File: config.mk
export PLATFORM = sky130hd
export DESIGN_NAME = event_responder_flat
export DESIGN_NICKNAME = d
export VERILOG_FILES = /design/src/rtl/event_if.sv /design/src/rtl/event_responder.sv /design/src/flat_wrapper.sv
export SDC_FILE = /design/constraint.sdc
export NUM_CORES = 1
export LEC_CHECK = 0
export CAP_MARGIN = 10
export CORE_UTILIZATION = 55
export DETAILED_ROUTE_END_ITERATION = 10
export GPL_ROUTABILITY_DRIVEN = 0
export GPL_TIMING_DRIVEN = 0
export PLACE_DENSITY = 0.74
export SLEW_MARGIN = 20
export SYNTH_ARGS = -nofsm -noshare
export SYNTH_HDL_FRONTEND = slang
export SYNTH_SLANG_ARGS = --single-unit
File: constraint.sdc
create_clock -name clk -period 2.85 [get_ports clk]
set_clock_uncertainty 0.1 [all_clocks]
set_input_delay 0.57 -clock clk [delete_from_list [all_inputs] [get_ports clk]]
set_output_delay 0.57 -clock clk [all_outputs]
set_load 0.02 [all_outputs]
File: src/rtl/event_if.sv
// event_if: trigger capture, req/ack delivery and status signals of the event responder
interface event_if #(
  parameter int DATA_W = 8,
  parameter int DEPTH  = 4,
  parameter int SEQ_W  = 8
);
  logic                       trig_i;
  logic [DATA_W-1:0]          data_i;
  logic                       req_o;
  logic [DATA_W-1:0]          data_o;
  logic [SEQ_W-1:0]           seq_o;
  logic                       ack_i;
  logic [$clog2(DEPTH):0]     pending_o;
  logic                       overflow_o;
  logic                       clr_ovf_i;
  modport slave (
    input  trig_i, data_i, ack_i, clr_ovf_i,
    output req_o, data_o, seq_o, pending_o, overflow_o
  );
  modport master (
    output trig_i, data_i, ack_i, clr_ovf_i,
    input  req_o, data_o, seq_o, pending_o, overflow_o
  );
endinterface

File: src/rtl/event_responder.sv
// event_responder: stamps trigger pulses, queues them and delivers them over a four-phase req/ack handshake
module event_responder #(
  parameter int DATA_W = 8,
  parameter int DEPTH  = 4,
  parameter int SEQ_W  = 8
) (
  input  logic   clk,
  input  logic   rst_n,
  event_if.slave bus
);
  localparam int AW = $clog2(DEPTH);
  localparam int CW = AW + 1;
  localparam int EW = DATA_W + SEQ_W;
  typedef enum logic [1:0] {IDLE, REQ, WAIT} state_t;
  state_t            state, nxt;
  logic [EW-1:0]     mem [DEPTH];
  logic [AW-1:0]     wr_ptr, rd_ptr;
  logic [CW-1:0]     cnt;
  logic [SEQ_W-1:0]  seq_ctr;
  logic [DATA_W-1:0] data_q;
  logic [SEQ_W-1:0]  seq_q;
  logic              ovf;
  logic              full, pop, push, drop, load;
  // Next state and FIFO control; a pop at the same edge frees a slot for a trigger on a full FIFO
  always_comb begin
    nxt  = state;
    full = cnt == CW'(DEPTH);
    pop  = state == REQ && bus.ack_i;
    push = bus.trig_i && (!full || pop);
    drop = bus.trig_i && full && !pop;
    nxt  = state == IDLE ? (cnt != '0 ? REQ : IDLE) :
           state == REQ  ? (bus.ack_i ? WAIT : REQ) :
                           (bus.ack_i ? WAIT : IDLE);
    load = nxt == REQ && state != REQ;
  end
  // FSM state register
  always_ff @(posedge clk or negedge rst_n)
    if (!rst_n) state <= IDLE;
    else        state <= nxt;
  // Event storage; emptiness is tracked by the pointers, so the array itself needs no reset
  always_ff @(posedge clk)
    if (push) mem[wr_ptr] <= {bus.data_i, seq_ctr};
  // Pointers, occupancy, sequence counter and sticky overflow (a new drop beats a clear)
  always_ff @(posedge clk or negedge rst_n)
    if (!rst_n) begin
      wr_ptr  <= '0;
      rd_ptr  <= '0;
      cnt     <= '0;
      seq_ctr <= '0;
      ovf     <= 1'b0;
    end else begin
      wr_ptr  <= push ? wr_ptr + AW'(1) : wr_ptr;
      rd_ptr  <= pop ? rd_ptr + AW'(1) : rd_ptr;
      cnt     <= cnt + CW'(push) - CW'(pop);
      seq_ctr <= bus.trig_i ? seq_ctr + SEQ_W'(1) : seq_ctr;
      ovf     <= drop ? 1'b1 : bus.clr_ovf_i ? 1'b0 : ovf;
    end
  // Head entry is latched on entry to REQ so it cannot move while req_o is high
  always_ff @(posedge clk or negedge rst_n)
    if (!rst_n) begin
      data_q <= '0;
      seq_q  <= '0;
    end else if (load) begin
      {data_q, seq_q} <= mem[rd_ptr];
    end
  assign bus.req_o      = state == REQ;
  assign bus.data_o     = data_q;
  assign bus.seq_o      = seq_q;
  assign bus.pending_o  = cnt;
  assign bus.overflow_o = ovf;
endmodule

File: src/flat_wrapper.sv
// flat-port wrapper written by rule: the top's interface ports become plain ports
module event_responder_flat 
#(
  parameter int DATA_W = 8,
  parameter int DEPTH  = 4,
  parameter int SEQ_W  = 8
)
  (clk, rst_n, bus_trig_i, bus_data_i, bus_ack_i, bus_clr_ovf_i, bus_req_o, bus_data_o, bus_seq_o, bus_pending_o, bus_overflow_o);
  event_if #(.DATA_W(DATA_W), .DEPTH(DEPTH), .SEQ_W(SEQ_W)) bus_i ();
  input  logic clk;
  input  logic rst_n;
  input wire logic [$bits(bus_i.trig_i)-1:0] bus_trig_i;
  input wire logic [$bits(bus_i.data_i)-1:0] bus_data_i;
  input wire logic [$bits(bus_i.ack_i)-1:0] bus_ack_i;
  input wire logic [$bits(bus_i.clr_ovf_i)-1:0] bus_clr_ovf_i;
  output wire logic [$bits(bus_i.req_o)-1:0] bus_req_o;
  output wire logic [$bits(bus_i.data_o)-1:0] bus_data_o;
  output wire logic [$bits(bus_i.seq_o)-1:0] bus_seq_o;
  output wire logic [$bits(bus_i.pending_o)-1:0] bus_pending_o;
  output wire logic [$bits(bus_i.overflow_o)-1:0] bus_overflow_o;
  assign bus_i.trig_i = bus_trig_i;
  assign bus_i.data_i = bus_data_i;
  assign bus_i.ack_i = bus_ack_i;
  assign bus_i.clr_ovf_i = bus_clr_ovf_i;
  assign bus_req_o = bus_i.req_o;
  assign bus_data_o = bus_i.data_o;
  assign bus_seq_o = bus_i.seq_o;
  assign bus_pending_o = bus_i.pending_o;
  assign bus_overflow_o = bus_i.overflow_o;
  event_responder #(.DATA_W(DATA_W), .DEPTH(DEPTH), .SEQ_W(SEQ_W)) u_core (.clk(clk), .rst_n(rst_n), .bus(bus_i));
endmodule
# ---- Word level (Yosys, flattened, before mapping)
# Memory sizes are Yosys's and may differ from the RTL's. A register that Yosys moved wholly into a read port is not among the register bits.
# Cells that the tools add are included.
dict set report op_classes {
  add_sub_neg 5
  multipliers 0
  div 0
  magnitude_cmp 0
  n_eq_ne 4
  shifts 0
  muxes 9
  bitwise_logic 0
  reduce_logical 12
}
# operator count
set ops {}
lappend ops {{8-bit by 1-bit adder with 8-bit output, second input constant} 1}
lappend ops {{2-bit 2-to-1 mux} 4}
lappend ops {{1-bit logical AND} 5}
lappend ops {{1-bit 2-to-1 mux} 5}
lappend ops {{2-bit by 1-bit adder with 2-bit output, second input constant} 2}
lappend ops {{2-bit by 1-bit == test with 1-bit output, second input constant} 2}
lappend ops {{3-bit by 1-bit adder with 3-bit output} 1}
lappend ops {{3-bit == test, second input constant} 1}
lappend ops {{1-bit zero test} 3}
lappend ops {{3-bit nonzero test} 1}
lappend ops {{3-bit by 1-bit subtractor with 3-bit output} 1}
lappend ops {{2-bit zero test} 1}
lappend ops {{2-bit by 1-bit inequality test with 1-bit output, second input constant} 1}
lappend ops {{2-bit nonzero test} 1}
lappend ops {{1-bit logical OR} 1}
dict set report word_totals {
  reg_bits 18
  latch_bits 0
  ram_bits 64
  romBits 0
  inputBits 13
  output_inout_bits 21
  wordCells 37
  memories 1
}
# memory words word_bits rd rd_ports_with_merged_regs write_ports line
set memory_table {}
lappend memory_table {u_core.mem 4 16 1 1 1 event_responder.sv:16} ;# logic [EW-1:0] mem [DEPTH];

# ---- Longest topological paths before layout
dict set report logic_depth {
  word_depth 6
  mapped_depth 8
  depth_no_buf 7
}

# ---- Worst setup path before layout
# No wires, ideal clock.
dict set report synth_path {
  kind {input-to-reg}
  from {in bus_trig_i}
  to {reg u_core.cnt[2], in the netlist u_core.bus.pending_o[2]}
  setup_time_ps 133
  arrival_time_ps 1957
  required_ps 2617
  path_slack_ps 660
  path_stages 8
  path_buffers 1
  cell_sequence {clkbuf_1 > inv_1 > a31oi_4 > ha_1 > inv_1 > fa_1 > xnor2_1 > xnor2_1}
}
dict set report synth_between {
  elab_chain_cells 3
}
# element line
set synth_rtl {}
lappend synth_rtl {{start: declaration} flat_wrapper.sv:12} ;# input wire logic [$bits(bus_i.trig_i)-1:0] bus_trig_i;
lappend synth_rtl {{1-bit logical AND} event_responder.sv:29} ;# push = bus.trig_i && (!full || pop);
lappend synth_rtl {{named net u_core.push} event_responder.sv:23} ;# logic full, pop, push, drop, load;
lappend synth_rtl {{3-bit by 1-bit adder with 3-bit output} event_responder.sv:54} ;# cnt <= cnt + CW'(push) - CW'(pop);
lappend synth_rtl {{3-bit by 1-bit subtractor with 3-bit output} event_responder.sv:54}
lappend synth_rtl {{end signal: assignment} event_responder.sv:54}
lappend synth_rtl {{end: declaration} event_responder.sv:18} ;# logic [CW-1:0] cnt;
# The timed path passes the listed nets, and every way through them passes these cells.
# A chain may end at the register's enable or synchronous reset.

# ---- Final worst setup path
dict set report layout_path {
  from {in bus_ack_i}
  to {mem u_core.mem[3][9] (netlist name), enable pin}
}
dict set report layout_between {
  elab_chain_cells 5
}
# element line
set layout_rtl {}
lappend layout_rtl {{start: declaration} flat_wrapper.sv:14} ;# input wire logic [$bits(bus_i.ack_i)-1:0] bus_ack_i;
lappend layout_rtl {{1-bit logical AND} event_responder.sv:28} ;# pop = state == REQ && bus.ack_i;
lappend layout_rtl {{1-bit logical OR} event_responder.sv:29}
lappend layout_rtl {{1-bit logical AND} event_responder.sv:29}
lappend layout_rtl {{named net u_core.push} event_responder.sv:23}
lappend layout_rtl {{1-bit 2-to-1 mux} event_responder.sv:42} ;# if (push) mem[wr_ptr] <= {bus.data_i, seq_ctr};
lappend layout_rtl {{1-bit 2-to-1 mux (implied by the code)} event_responder.sv:42}
lappend layout_rtl {{end: declaration} event_responder.sv:16}
# The timed path passes the listed nets, and every way through them passes these cells.

==> metrics.yaml <==
worst_slew_pin_slew_ns: 0.883
cts_tree: "yes"
cp-end-kind: "flop"
grt_usage_pct: 18.6
placed_cell_area_um2: 4280
vias: 1751
grt_max_degree: 21
final.min_clock_period_ns: 2.63
drc: 0
period_share_pct: 92.3
maxSlewHeadroom_pct: 41.2
rsz0062_at_grt: "false"
path_clk_slew_ns: 0.09
area_growth_pct: 16.4
ios: 34
endpoint: "u_core.mem[3][9]"
wl_per_cell_um: 18.6
ant_nets: 0
fmax_ghz: 0.380
post_cts_buffers: 0
rows: 30
start_util_pct: 56.9
reg2regPathDepth: 3
fin_area_um2: 4470
final_common_cell: "edfxtp_1"
synth_cells: 192
drive_above_1_share_pct: 19.9
ctsRootBufferMaster: "clkbuf_8"
fp.dieW_um: 85.6
r2r_slack_ns: 0.50
nets: 256
worst-path-max-fanout: 16
synth_cell_type_count: 29
crit_start: "bus_ack_i"
status: "finished, final reports clean"
portBuffers: 32
vias_per_cell: 5.45
drv_cap: 0
async_reset_ff_share_pct: 34.7
clk_path_buf_depth: 2
ys.flop_type: "edfxtp_1"
hpwl_um: 3850
grt_pass1_wl_um: 9480
wl_um: 5970
syn_area_per_cell_um2: 20.0
dr.pass1.iters: 4
reg2reg_to: "u_core.mem[3][9]"
synthesis.area_um2: 3840
cp-start-kind: "input port"
cts_hold_buf: 0
pre_cts_slack_ns: -0.185
grt_remaining_overflow: 0
ys_ff_latch: 98
ir_drop_uv: 690
leakagePower_nw: 1.68
antenna_found_initial: 0
worst-endpoint-arrival_ns: 2.50
clock-sinks: 98
min_path_type: "input port to asynchronous set/reset pin"
hold_viol_final: 0
fin_ws_ns: 0.220
die_area_um2: 7320
grt_pass1_vias: 1779
synth_warnings: 0
syn_nets: 212
synth_edf_count: 64
critPathKind: "input port to flop"
cts_made_buffers: 9
r2r_start: "u_core.state[1]"
seq_area_frac_synth_pct: 72.2
final_cell_mix: "64 x edfxtp_1, 34 x dfrtp_1, 31 x clkdlybuf4s50_1"
p_per_area_nw_per_um2: 1100
dieHeight_um: 85.6
cp_data_required_time_ns: 2.72
setup_violations: 0
cts_resized: 0
final_max_slew_viol_count: 0
clock_latency_ns: 0.35
core-area_um2: 6760
drtIter0Drc: 49
n_antenna_cell: 0
htree_levels: 3
## kinds of logic (layout without fill, tap and decap cells)
kind of cell / Yosys count / in the layout / synth area share, %
fa+ha+maj: 7 / 7 / 2.48
flops: 98 / 98 / 72.2
buf+inv: 14 / 63 / 2.15
simple gates: 22 / 22 / 2.90
compound gates: 4 / 4 / 1.11
xor+xnor: 13 / 13 / 2.96
mux: 34 / 34 / 16.2
## per-stage QoR
stage	setup TNS (ns)	power (W)	hold slack (ns)	instances	utilization [%]
after global placement	-11.22	0.00408	0.368	304	63.1
after floorplan	0	0.00351	0.174	192	-
after global routing	0	0.00519	0.0474	321	66.2
after CTS	0	0.00498	0.0499	321	66.2
after detailed placement	-11.24	0.00414	0.380	305	63.4
final	0	0.00492	0.0499	321	66.2
## worst max-delay path: stages
cell,delay [ns]
clkdlybuf4s50_1,0.51
nand3b_1,0.29
a31oi_4,0.36
and2_1,0.75
## layout make-up
class | count | area (µm²)
sequential | 98 | 2770
multi-input combinational | 80 | 986
fill | 464 | 2290
timing repair buffer | 33 | 343
clock inverter | 6 | 58.8
tap | 80 | 100
inverter | 7 | 26.3
buffer | 7 | 56.3
clock buffer | 10 | 128
## layer usage
metal | up-vias | wire (µm) | GRT usage, %
met5 | - | 0 | 0
met4 | 0 | 110 | 8.18
met3 | 10 | 166 | 3.66
met2 | 34 | 3030 | 30.9
met1 | 887 | 2660 | 24.2
li1 | 820 | - | -
## cells in the mapped netlist (2+ instances only)
cell type / count / share of area, %
mux2_4: 8 / 3.1
and2_1: 4 / 0.65
edfxtp_1: 64 / 50
nand2_1: 3 / 0.29
nand4_1: 3 / 0.49
mux2_2: 9 / 2.6
xnor2_1: 9 / 2.1
dfrtp_1: 34 / 22
ha_1: 6 / 2.0
mux4_2: 8 / 4.7
clkbuf_1: 2 / 0.20
mux4_1: 8 / 5.5
nor2_1: 6 / 0.59
xor2_1: 4 / 0.91
inv_1: 7 / 0.68
buf_2: 2 / 0.26
nand3_1: 3 / 0.39
## sequential cells by signal, summed over array words and instances, names as in the netlist
name,count
u_core.rd_ptr,2
u_core.mem,64
u_core.bus.data_o,8
u_core.wr_ptr,2
u_core.bus.overflow_o,1
u_core.seq_ctr,8
u_core.bus.pending_o,3
u_core.state,2
u_core.bus.seq_o,8
## how the worst min path moves through the flow
stage | startpoint | end | slack [ns] | cells past startpoint
after floorplan | rst_n | u_core.bus.data_o[0] | 0.17 | 0
after global placement | u_core.bus.data_o[2] | u_core.bus.data_o[2] | 0.37 | 1
after detailed placement | u_core.bus.data_o[2] | u_core.bus.data_o[2] | 0.38 | 1
after CTS | rst_n | u_core.bus.seq_o[7] | 0.05 | 1
after global routing | rst_n | u_core.bus.seq_o[7] | 0.05 | 1
final | rst_n | u_core.bus.data_o[5] | 0.05 | 1
## power breakdown
part / internal [W] / switching [W] / total (W)
Combinational: 0.000960 / 0.000814 / 0.00177
Sequential: 0.00204 / 0.000267 / 0.00231
Clock: 0.000402 / 0.000436 / 0.000838
Total: 0.00340 / 0.00152 / 0.00492
No activity file was read; power rests on OpenSTA's default activity.
